$ cat src/rtl/cpu_ctrl_pkg.sv
// Shared types and constants for the hardwired control sequencer:
// T-state enum, opcode map, ALU operation codes and instruction classes.
package cpu_ctrl_pkg;

  localparam int OPW  = 5;
  localparam int ALUW = 5;

  typedef enum logic [3:0] {
    ST_RST,
    ST_T0,
    ST_T1,
    ST_T2,
    ST_T3,
    ST_T4,
    ST_T5,
    ST_T6,
    ST_T7,
    ST_HALT
  } state_t;

  localparam logic [OPW-1:0] OP_LD   = 5'b00000;
  localparam logic [OPW-1:0] OP_LDI  = 5'b00001;
  localparam logic [OPW-1:0] OP_ST   = 5'b00010;
  localparam logic [OPW-1:0] OP_ADD  = 5'b00011;
  localparam logic [OPW-1:0] OP_SUB  = 5'b00100;
  localparam logic [OPW-1:0] OP_AND  = 5'b00101;
  localparam logic [OPW-1:0] OP_OR   = 5'b00110;
  localparam logic [OPW-1:0] OP_ADDI = 5'b01100;
  localparam logic [OPW-1:0] OP_ANDI = 5'b01101;
  localparam logic [OPW-1:0] OP_ORI  = 5'b01110;
  localparam logic [OPW-1:0] OP_BR   = 5'b10010;
  localparam logic [OPW-1:0] OP_JR   = 5'b10011;
  localparam logic [OPW-1:0] OP_IN   = 5'b10101;
  localparam logic [OPW-1:0] OP_OUT  = 5'b10110;
  localparam logic [OPW-1:0] OP_NOP  = 5'b11010;
  localparam logic [OPW-1:0] OP_HALT = 5'b11011;

  localparam logic [ALUW-1:0] ALU_AND   = 5'd0;
  localparam logic [ALUW-1:0] ALU_OR    = 5'd1;
  localparam logic [ALUW-1:0] ALU_ADD   = 5'd2;
  localparam logic [ALUW-1:0] ALU_SUB   = 5'd3;
  localparam logic [ALUW-1:0] ALU_INCPC = 5'd12;

  typedef enum logic [3:0] {
    CL_LD,
    CL_LDI,
    CL_ST,
    CL_RALU,
    CL_IALU,
    CL_BR,
    CL_JR,
    CL_IN,
    CL_OUT,
    CL_NOP,
    CL_HALT
  } iclass_t;

endpackage

$ cat src/rtl/ctrl_decode.sv
// Opcode decoder: maps IR[31:27] to an instruction class and the ALU
// operation used by that class. Unknown opcodes decode as nop.
module ctrl_decode
  import cpu_ctrl_pkg::*;
(
  input  logic [OPW-1:0]  opcode,
  output iclass_t         iclass,
  output logic [ALUW-1:0] alu_op
);

  // Pure lookup; address arithmetic for ld/ldi/st/br always uses ADD.
  always_comb begin
    iclass = CL_NOP;
    alu_op = ALU_AND;
    case (opcode)
      OP_LD:   begin iclass = CL_LD;   alu_op = ALU_ADD; end
      OP_LDI:  begin iclass = CL_LDI;  alu_op = ALU_ADD; end
      OP_ST:   begin iclass = CL_ST;   alu_op = ALU_ADD; end
      OP_ADD:  begin iclass = CL_RALU; alu_op = ALU_ADD; end
      OP_SUB:  begin iclass = CL_RALU; alu_op = ALU_SUB; end
      OP_AND:  begin iclass = CL_RALU; alu_op = ALU_AND; end
      OP_OR:   begin iclass = CL_RALU; alu_op = ALU_OR;  end
      OP_ADDI: begin iclass = CL_IALU; alu_op = ALU_ADD; end
      OP_ANDI: begin iclass = CL_IALU; alu_op = ALU_AND; end
      OP_ORI:  begin iclass = CL_IALU; alu_op = ALU_OR;  end
      OP_BR:   begin iclass = CL_BR;   alu_op = ALU_ADD; end
      OP_JR:   iclass = CL_JR;
      OP_IN:   iclass = CL_IN;
      OP_OUT:  iclass = CL_OUT;
      OP_NOP:  iclass = CL_NOP;
      OP_HALT: iclass = CL_HALT;
      default: iclass = CL_NOP;
    endcase
  end

endmodule

$ cat src/rtl/control_sequencer.sv
// Hardwired Moore control unit for Datapath2: fetch in T0-T2, per-class
// execute in T3-T7, then back to T0. halt parks in HALT until clr.
// Optional build macro MEM_WAIT_EN adds a MemRdy input that stretches the
// memory steps (T1, ld T6, st T7) until the memory is ready.
//
// state | meaning
// RST   | just reset, all strobes low, Run high
// T0    | PC -> MAR, Z <= PC + 1
// T1    | PC <= Z, MDR <= mem[MAR]
// T2    | IR <= MDR
// T3-T7 | execute steps of the decoded instruction class
// HALT  | stopped, Run low, left only by clr
module control_sequencer
  import cpu_ctrl_pkg::*;
(
  input  logic            clk,
  input  logic            clr,
  input  logic [31:0]     IR,
  input  logic            CON_FF,
`ifdef MEM_WAIT_EN
  input  logic            MemRdy,
`endif
  output logic            PCout,
  output logic            Zlowout,
  output logic            MDRout,
  output logic            InportOut,
  output logic            MARin,
  output logic            Zin,
  output logic            PCin,
  output logic            MDRin,
  output logic            IRin,
  output logic            Yin,
  output logic            Rin,
  output logic            CONin,
  output logic            OutportIn,
  output logic            Gra,
  output logic            Grb,
  output logic            Grc,
  output logic            Rout,
  output logic            BAout,
  output logic            Cout,
  output logic            Read,
  output logic            Write,
  output logic [ALUW-1:0] ALU_Control,
  output logic            Run
);

  state_t          state;
  iclass_t         iclass;
  logic [ALUW-1:0] alu_op;
  logic            mem_rdy;
  logic            unused_ir;

`ifdef MEM_WAIT_EN
  assign mem_rdy = MemRdy;
`else
  assign mem_rdy = 1'b1;
`endif

  // Only the opcode field steers the sequence; operand fields go to the datapath.
  assign unused_ir = ^IR[26:0];

  ctrl_decode u_decode (
    .opcode (IR[31:27]),
    .iclass (iclass),
    .alu_op (alu_op)
  );

  // State register: one T-step per clock, memory steps hold until mem_rdy.
  always_ff @(posedge clk) begin
    if (clr) begin
      state <= ST_RST;
    end else begin
      case (state)
        ST_RST: state <= ST_T0;
        ST_T0:  state <= ST_T1;
        ST_T1:  if (mem_rdy) state <= ST_T2;
        ST_T2:  state <= ST_T3;
        ST_T3: begin
          case (iclass)
            CL_HALT:                   state <= ST_HALT;
            CL_JR, CL_IN, CL_OUT, CL_NOP: state <= ST_T0;
            default:                   state <= ST_T4;
          endcase
        end
        ST_T4:  state <= ST_T5;
        ST_T5: begin
          if (iclass == CL_LD || iclass == CL_ST || iclass == CL_BR) state <= ST_T6;
          else                                                       state <= ST_T0;
        end
        ST_T6: begin
          if (iclass == CL_LD) begin
            if (mem_rdy) state <= ST_T7;
          end else if (iclass == CL_ST) begin
            state <= ST_T7;
          end else begin
            state <= ST_T0;
          end
        end
        ST_T7: begin
          if (iclass != CL_ST || mem_rdy) state <= ST_T0;
        end
        ST_HALT: state <= ST_HALT;
        default: state <= ST_RST;
      endcase
    end
  end

  // Strobe decode from the registered state and the IR loaded in T2; this
  // has to be combinational because IR only becomes valid in T3 itself.
  always_comb begin
    PCout       = 1'b0;
    Zlowout     = 1'b0;
    MDRout      = 1'b0;
    InportOut   = 1'b0;
    MARin       = 1'b0;
    Zin         = 1'b0;
    PCin        = 1'b0;
    MDRin       = 1'b0;
    IRin        = 1'b0;
    Yin         = 1'b0;
    Rin         = 1'b0;
    CONin       = 1'b0;
    OutportIn   = 1'b0;
    Gra         = 1'b0;
    Grb         = 1'b0;
    Grc         = 1'b0;
    Rout        = 1'b0;
    BAout       = 1'b0;
    Cout        = 1'b0;
    Read        = 1'b0;
    Write       = 1'b0;
    ALU_Control = ALU_AND;
    Run         = (state != ST_HALT);
    case (state)
      ST_T0: begin
        PCout = 1'b1; MARin = 1'b1; Zin = 1'b1; ALU_Control = ALU_INCPC;
      end
      ST_T1: begin
        Read = 1'b1; Zlowout = mem_rdy; PCin = mem_rdy; MDRin = mem_rdy;
      end
      ST_T2: begin
        MDRout = 1'b1; IRin = 1'b1;
      end
      ST_T3: begin
        case (iclass)
          CL_LD, CL_LDI, CL_ST: begin Grb = 1'b1; BAout = 1'b1; Yin = 1'b1; end
          CL_RALU, CL_IALU:     begin Grb = 1'b1; Rout = 1'b1; Yin = 1'b1; end
          CL_BR:                begin Gra = 1'b1; Rout = 1'b1; CONin = 1'b1; end
          CL_JR:                begin Gra = 1'b1; Rout = 1'b1; PCin = 1'b1; end
          CL_IN:                begin InportOut = 1'b1; Gra = 1'b1; Rin = 1'b1; end
          CL_OUT:               begin Gra = 1'b1; Rout = 1'b1; OutportIn = 1'b1; end
          default: ;
        endcase
      end
      ST_T4: begin
        case (iclass)
          CL_RALU: begin Grc = 1'b1; Rout = 1'b1; Zin = 1'b1; ALU_Control = alu_op; end
          CL_BR:   begin PCout = 1'b1; Yin = 1'b1; end
          default: begin Cout = 1'b1; Zin = 1'b1; ALU_Control = alu_op; end
        endcase
      end
      ST_T5: begin
        case (iclass)
          CL_LD, CL_ST: begin Zlowout = 1'b1; MARin = 1'b1; end
          CL_BR:        begin Cout = 1'b1; Zin = 1'b1; ALU_Control = ALU_ADD; end
          default:      begin Zlowout = 1'b1; Gra = 1'b1; Rin = 1'b1; end
        endcase
      end
      ST_T6: begin
        case (iclass)
          CL_LD:   begin Read = 1'b1; MDRin = mem_rdy; end
          CL_ST:   begin Gra = 1'b1; Rout = 1'b1; MDRin = 1'b1; end
          CL_BR:   begin Zlowout = CON_FF; PCin = CON_FF; end
          default: ;
        endcase
      end
      ST_T7: begin
        if (iclass == CL_ST) begin
          Write = 1'b1;
        end else begin
          MDRout = 1'b1; Gra = 1'b1; Rin = 1'b1;
        end
      end
      default: ;
    endcase
  end

endmodule

$ cat config.mk
export PLATFORM = sky130hd
export DESIGN_NAME = control_sequencer
export DESIGN_NICKNAME = d
export VERILOG_FILES = /design/src/rtl/cpu_ctrl_pkg.sv /design/src/rtl/ctrl_decode.sv /design/src/rtl/control_sequencer.sv
export SDC_FILE = /design/constraint.sdc
export NUM_CORES = 1
export LEC_CHECK = 0
export CAP_MARGIN = 20
export CELL_PAD_IN_SITES_DETAIL_PLACEMENT = 0
export CELL_PAD_IN_SITES_GLOBAL_PLACEMENT = 1
export CORE_MARGIN = 4
export CORE_UTILIZATION = 23
export CTS_CLUSTER_DIAMETER = 40
export DETAILED_ROUTE_END_ITERATION = 10
export GPL_TIMING_DRIVEN = 1
export MAX_ROUTING_LAYER = met4
export PLACE_DENSITY = 0.9
export SYNTH_ARGS = -nofsm -noshare
export SYNTH_HDL_FRONTEND = slang
export SYNTH_SLANG_ARGS = --single-unit
$ cat constraint.sdc
create_clock -name clk -period 3.85 [get_ports clk]
set_clock_uncertainty 0.05 [all_clocks]
set_input_delay 0.9625 -clock clk [delete_from_list [all_inputs] [get_ports clk]]
set_output_delay 0.9625 -clock clk [all_outputs]
set_load 0.02 [all_outputs]
# Yosys cells after proc, flatten, opt, wreduce, memory -nomap -nowiden
# Index checks and enable logic that the tools add are counted.
# Widths: inputs -> output; s select.
[word_totals]
latch_bits = 0
regBits = 4
input_bits = 35
mem_bits_rw = 0
memories = 0
out_inout_bits = 27
romBits = 0
wordCells = 101
[classes]
div = 0
eq_ne = 34
multipliers = 0
order_cmp = 0
reduce_logical = 18
shift = 0
bitwise = 0
addsub = 0
muxes = 48
[ops]
columns = ["cell", "count"]
rows = [
  ["$pmux 4 s10", 1],
  ["$pmux 4 s9", 1],
  ["$eq 4x3->1 const B", 8],
  ["$eq 5x5->1 const B", 5],
  ["$mux 1", 25],
  ["$eq 4x4->1 const B", 5],
  ["$eq 4x2->1 const B", 4],
  ["$eq 5x3->1 const B", 3],
  ["$eq 5x4->1 const B", 3],
  ["$pmux 1 s3", 5],
  ["$pmux 5 s3", 1],
  ["$pmux 1 s2", 7],
  ["$reduce_or 4->1", 3],
  ["$eq 5x2->1 const B", 2],
  ["$reduce_or 5->1", 2],
  ["$reduce_or 3->1", 3],
  ["$eq 4x1->1 const B", 2],
  ["$logic_not 4->1", 2],
  ["$mux 4", 2],
  ["$pmux 4 s2", 1],
  ["$reduce_or 2->1", 4],
  ["$pmux 2 s3", 1],
  ["$reduce_or 6->1", 1],
  ["$eq 5x1->1 const B", 1],
  ["other kinds (7)", 8],
]

# Depth between registers and ports, before layout
[logic_depth]
ltp_word = 8
ltp_mapped = 6
depth_no_buf = 4

# By module
# A second synthesis with hierarchy kept.
[hier_totals]
hier_cells = 156
area_unflattened_um2 = 991.0
[by_module_without_submodules]
columns = ["module", "area_per_inst_um2", "seq_area_each_um2", "instances", "cells_per_inst"]
rows = [
  ["control_sequencer", 763.2, 80.1, 1, 117],
  ["ctrl_decode", 227.7, 0.0, 1, 39],
]

# Least setup slack after synthesis
# Ideal clock, no wire load.
[synth_timing]
path_kind = "input port to output port"
from = "in IR[28]"
to = "out Rout"
setup_slack_ns = 0.416
path_stages = 5
t_required_ns = 2.838
arrival_time_ns = 2.421
n_path_buf = 1
cell_sequence = "buf_2 -> and2_1 -> xnor2_1 -> nor4_1 -> nand3b_2"
[synth_via]
elab_chain_len = 7
elab_cells_between_ends = 29
cone_classes = "eq/ne (20); mux (5); reduce/logical (4)"
[synth_lines]
columns = ["element", "line_no", "rtl"]
rows = [
  ["start: declaration", "control_sequencer.sv:18", "input logic [31:0] IR,"],
  ["$eq 5x2->1, or another cell as far along", "ctrl_decode.sv:15", "case (opcode)"],
  ["$reduce_or 4->1 (no line) or $reduce_or 3->1 (tied branches)", "--", ""],
  ["$pmux 4 s10 (*)", "ctrl_decode.sv:15", ""],
  ["$eq 4x3->1, or another cell as far along", "control_sequencer.sv:146", "case (iclass)"],
  ["$reduce_or 5->1 (no line)", "--", ""],
  ["$mux 1", "control_sequencer.sv:146", ""],
  ["$pmux 1 s3 (*)", "control_sequencer.sv:135", "case (state)"],
  ["end: declaration", "control_sequencer.sv:39", "output logic Rout,"],
]
# Every way passes the cells marked *; elsewhere a longest branch is shown, timed or not.

# Worst setup path after layout
[layout_timing]
from = "in IR[29]"
to = "out Gra"
[layout_via]
elab_chain_len = 7
elab_cells_between_ends = 31
cone_classes = "eq/ne (19); mux (6); reduce/logical (6)"
[layout_lines]
columns = ["element", "line_no", "rtl"]
rows = [
  ["$eq 5x2->1, or another cell as far along", "ctrl_decode.sv:15", ""],
  ["$reduce_or 4->1 (no line) or $reduce_or 3->1 (tied branches)", "--", ""],
  ["$pmux 4 s10 (*)", "ctrl_decode.sv:15", ""],
  ["$eq 4x3->1, or another cell as far along", "control_sequencer.sv:146, control_sequencer.sv:164", ""],
  ["$reduce_or 4->1 (no line) or $reduce_or 3->1 (tied branches)", "--", ""],
  ["$mux 1 (on tied branches)", "control_sequencer.sv:146, control_sequencer.sv:164", ""],
  ["$pmux 1 s4 (*)", "control_sequencer.sv:135", ""],
  ["end: declaration", "control_sequencer.sv:36", "output logic Gra,"],
]
# Marks and branches as above.

==> flow_results.xml <==
<?xml version="1.0" encoding="UTF-8"?>
<metrics>
  <group name="status">
    <metric name="status" unit="">finished clean</metric>
  </group>
  <group name="grt">
    <metric name="grt_max_degree" unit="">17</metric>
    <metric name="grt_antenna_before_repair" unit="">0</metric>
    <metric name="grt_met3_usage" unit="%">0.998</metric>
    <metric name="gr-usage-met1" unit="%">15.3</metric>
    <metric name="grt.busiest_layer" unit="">met2</metric>
    <metric name="grt_pass1_vias" unit="">937</metric>
    <metric name="grt.overflow.total" unit="">0</metric>
    <metric name="grt_first_pass_wirelength" unit="µm">4100</metric>
    <metric name="global_route.usage.total" unit="%">11.5</metric>
    <metric name="grt_util_met2" unit="%">19.1</metric>
  </group>
  <group name="layout">
    <metric name="insertedDiodeCount" unit="">0</metric>
    <metric name="nets" unit="">207</metric>
    <metric name="drive_gt1_share" unit="%">27.6</metric>
    <metric name="fin_area" unit="µm²">1340</metric>
    <metric name="final_core_util" unit="%">39.8</metric>
    <metric name="area_delta_synth_final" unit="%">66.0</metric>
    <metric name="largest_reg_flops" unit="">4</metric>
    <metric name="filler_cell_count" unit="">387</metric>
    <metric name="top_flop_regs" unit="">state x4</metric>
    <metric name="largest-register" unit="">state</metric>
  </group>
  <group name="logic_synthesis">
    <metric name="postSynth.topFlopCell" unit="">sky130_fd_sc_hd__dfxtp_1</metric>
    <metric name="ys_seq_area_share" unit="%">9.94</metric>
    <metric name="synthesized_instance_count" unit="">122</metric>
    <metric name="synth.avg_cell_area" unit="µm²">6.60</metric>
    <metric name="synth_async_sr_flop_share" unit="%">0</metric>
    <metric name="number_of_flip_flops_and_latches_in_the_synthesized_netlist" unit="">4</metric>
    <metric name="synth_enable_flop_cells" unit="">0</metric>
    <metric name="synth_nets" unit="">157</metric>
    <metric name="yosysWarnings" unit="">0</metric>
    <metric name="yosysUniqueCellTypes" unit="">47</metric>
    <metric name="syn_area" unit="µm²">806</metric>
  </group>
  <group name="floorplan">
    <metric name="die_width" unit="µm">67.2</metric>
    <metric name="fp.coreArea" unit="µm²">3360</metric>
    <metric name="placement_rows" unit="">21</metric>
    <metric name="ios" unit="">62</metric>
    <metric name="initial_utilization" unit="%">24.0</metric>
    <metric name="chip_height" unit="µm">67.2</metric>
    <metric name="floorplan.die_area" unit="µm²">4510</metric>
  </group>
  <group name="critical_path">
    <metric name="worst_setup_path_start_kind" unit="">input pin</metric>
    <metric name="crit_path_max_fanout" unit="">3</metric>
    <metric name="start_to_end_type_of_the_worst_setup_path" unit="">input pin to output pin</metric>
    <metric name="arrival" unit="ns">2.75</metric>
    <metric name="cp.required" unit="ns">2.84</metric>
    <metric name="worst_setup_path_end_kind" unit="">output pin</metric>
    <metric name="timing.reg2reg.setup_slack" unit="ns">2.11</metric>
  </group>
  <group name="power_and_ir_drop">
    <metric name="total_switching_power" unit="µW">75.1</metric>
    <metric name="power_leakage" unit="nW">0.644</metric>
    <metric name="ir_worst_vdd" unit="mV">0.0538</metric>
    <metric name="net_switching_share_of_the_total_power" unit="%">37.5</metric>
    <metric name="portion_of_total_power_attributed_to_the_clock_network" unit="%">25.2</metric>
    <metric name="finalPower" unit="µW">201</metric>
    <metric name="share_seq_of_total_power" unit="%">25.2</metric>
    <metric name="comb_power_share" unit="%">49.7</metric>
    <metric name="power_per_cell_area" unit="nW/µm²">150</metric>
    <metric name="internal" unit="µW">125</metric>
  </group>
  <group name="sta">
    <metric name="finalSetupViolCount" unit="">0</metric>
    <metric name="grt_setup_unrepaired" unit="">no</metric>
    <metric name="layout_min_cycle_time" unit="ns">3.76</metric>
    <metric name="fmax" unit="GHz">0.266</metric>
    <metric name="fin_crit_sh" unit="%">97.8</metric>
    <metric name="final_hold_viol_count" unit="">0</metric>
    <metric name="slew_viol_final" unit="">0</metric>
  </group>
  <group name="clock_network">
    <metric name="worst_skew_pair.late_latency" unit="ns">0.23</metric>
    <metric name="tritoncts" unit="">done</metric>
    <metric name="htree_levels" unit="">1</metric>
    <metric name="clock_tree.buffer_depth" unit="">2</metric>
    <metric name="post_cts_setup_buffer_count" unit="">0</metric>
    <metric name="cts.root.buffer_cell" unit="">sky130_fd_sc_hd__clkbuf_4</metric>
    <metric name="tritoncts_num_sinks" unit="">4</metric>
    <metric name="cts.reportedPaths.clkPinSlew" unit="ns">0.04</metric>
    <metric name="postCtsHoldBufs" unit="">0</metric>
    <metric name="numCtsBuffers" unit="">3</metric>
  </group>
  <group name="flow_run">
    <metric name="timing.max_cap.violations" unit="">0</metric>
  </group>
  <group name="placement">
    <metric name="routabilityCongestion" unit="">0.820</metric>
    <metric name="detailed_place.area" unit="µm²">1310</metric>
    <metric name="port_buffers" unit="">33</metric>
    <metric name="dp_hpwl" unit="µm">1990</metric>
  </group>
  <group name="route">
    <metric name="dr_drc_count" unit="">0</metric>
    <metric name="viasPerCell" unit="">4.79</metric>
    <metric name="detail-route-antenna-nets" unit="">0</metric>
    <metric name="route.vias.total" unit="">1034</metric>
    <metric name="drt_first_pass_iters" unit="">4</metric>
    <metric name="routed_wire_length_per_instance" unit="µm">11.8</metric>
    <metric name="initialDrtViolationCount" unit="">39</metric>
    <metric name="finalWirelength" unit="µm">2540</metric>
  </group>
  <group name="worst_hold_path">
    <metric name="type_of_the_tightest_min_delay_check" unit="">register to register</metric>
  </group>
</metrics>
per-layer routing:
metal / part of all wire (%) / vias up
li1: - / 538
met1: 46 / 467
met3: 5.0 / 0
met5: 0 / -
met2: 49 / 29
met4: 0 / 0
what timing repair did:
item	in CTS	in global routing
setup endpoints to repair	17	12
resized for setup	24	23
pin swaps	1	0
cell families after synthesis:
kind of cell           after synthesis  synth area share (%)
XOR/XNOR                             2                  2.17
AND/OR/NAND/NOR                     70                  51.1
multiplexers                         4                  5.28
buffers and inverters               15                  9.47
AO/OA/AOI/OAI                       26                  21.6
flip-flops                           4                  9.94
other                                1                 0.465
critical path, stage by stage:
cell and delay [ns]:
sky130_fd_sc_hd__clkdlybuf4s50_1 0.45, sky130_fd_sc_hd__or4_4 0.55, sky130_fd_sc_hd__or4_4 0.52, sky130_fd_sc_hd__o211ai_2 0.09, sky130_fd_sc_hd__buf_2 0.18
through the flow:
step                instances  setup slack (ns)  hold WS (ns)  setup TNS [ns]
finish                    216            0.0861         0.655               0
global route              216           0.00241         0.706               0
CTS                       216           0.00490         0.658               0
detailed placement        213            -0.360         0.648           -3.04
global placement          213            -0.346         0.641           -2.82
floorplan                 122             0.416         0.591               0
cells in the mapped netlist, drive strengths merged, types with 2 or more instances:
cell type	number	area share, %
or3b	2	2.2
o22ai	2	1.6
buf	7	5.7
mux2i	2	2.5
a21oi	8	5.0
or4	2	2.8
a21o	2	1.9
nand4	2	1.6
nor4b	2	2.9
mux2	2	2.8
or3	2	1.6
nand2	9	4.2
or2	2	1.6
nor2b	6	4.7
nand3b	4	4.2
o21ai	3	1.9
clkbuf	5	2.3
inv	3	1.4
nor4	2	1.6
nand3	6	3.7
nor2	13	6.1
nand2b	8	6.2
nor3	5	3.1
dfxtp	4	9.9
a211oi	2	1.9
worst paths after layout:
kind / endpoint / depth (start not counted) / startpoint
setup reg to reg: state[3]$_SDFF_PP0_ / 5 / state[2]$_SDFF_PP0_
setup / recovery: Gra / 5 / IR[29]
hold reg to reg: state[1]$_SDFF_PP0_ / 1 / state[3]$_SDFF_PP0_
hold / removal: state[1]$_SDFF_PP0_ / 1 / state[3]$_SDFF_PP0_
power by group through the flow:
stage	clock network [mW]	logic (mW)	registers [mW]
after floorplan	0	0.0631	0.0460
after global placement	0	0.101	0.0510
after detailed placement	0	0.101	0.0510
after CTS	0.0525	0.0979	0.0504
after global routing	0.0562	0.108	0.0513
final	0.0504	0.0996	0.0505
cell type report:
cell class                 count  area [µm²]  area share (%)
tap                           46        57.6            4.30
sequential                     4        80.1            5.99
timing repair buffer          57         484            36.2
clock buffer                   3        22.5            1.68
inverter                       3        11.3           0.842
multi-input combinational    103         682            51.0
cell usage in the layout, fill, tap and decap left out, drive strengths merged, types with 3 or more instances in the layout:
| cell | netlist | layout |
|---|---|---|
| a21oi | 8 | 8 |
| nand2 | 9 | 9 |
| o21ai | 3 | 3 |
| nand2b | 8 | 8 |
| buf | 7 | 26 |
| nor3 | 5 | 5 |
| dfxtp | 4 | 4 |
| clkbuf | 5 | 7 |
| nand3 | 6 | 6 |
| nor2b | 6 | 6 |
| clkdlybuf4s50 | 0 | 12 |
| dlygate4sd2 | 0 | 7 |
| inv | 3 | 3 |
| nor2 | 13 | 13 |
| dlymetal6s2s | 0 | 4 |
| clkdlybuf4s15 | 0 | 3 |
| nand3b | 4 | 4 |
Note: power is estimated with default switching activity, not from simulation.
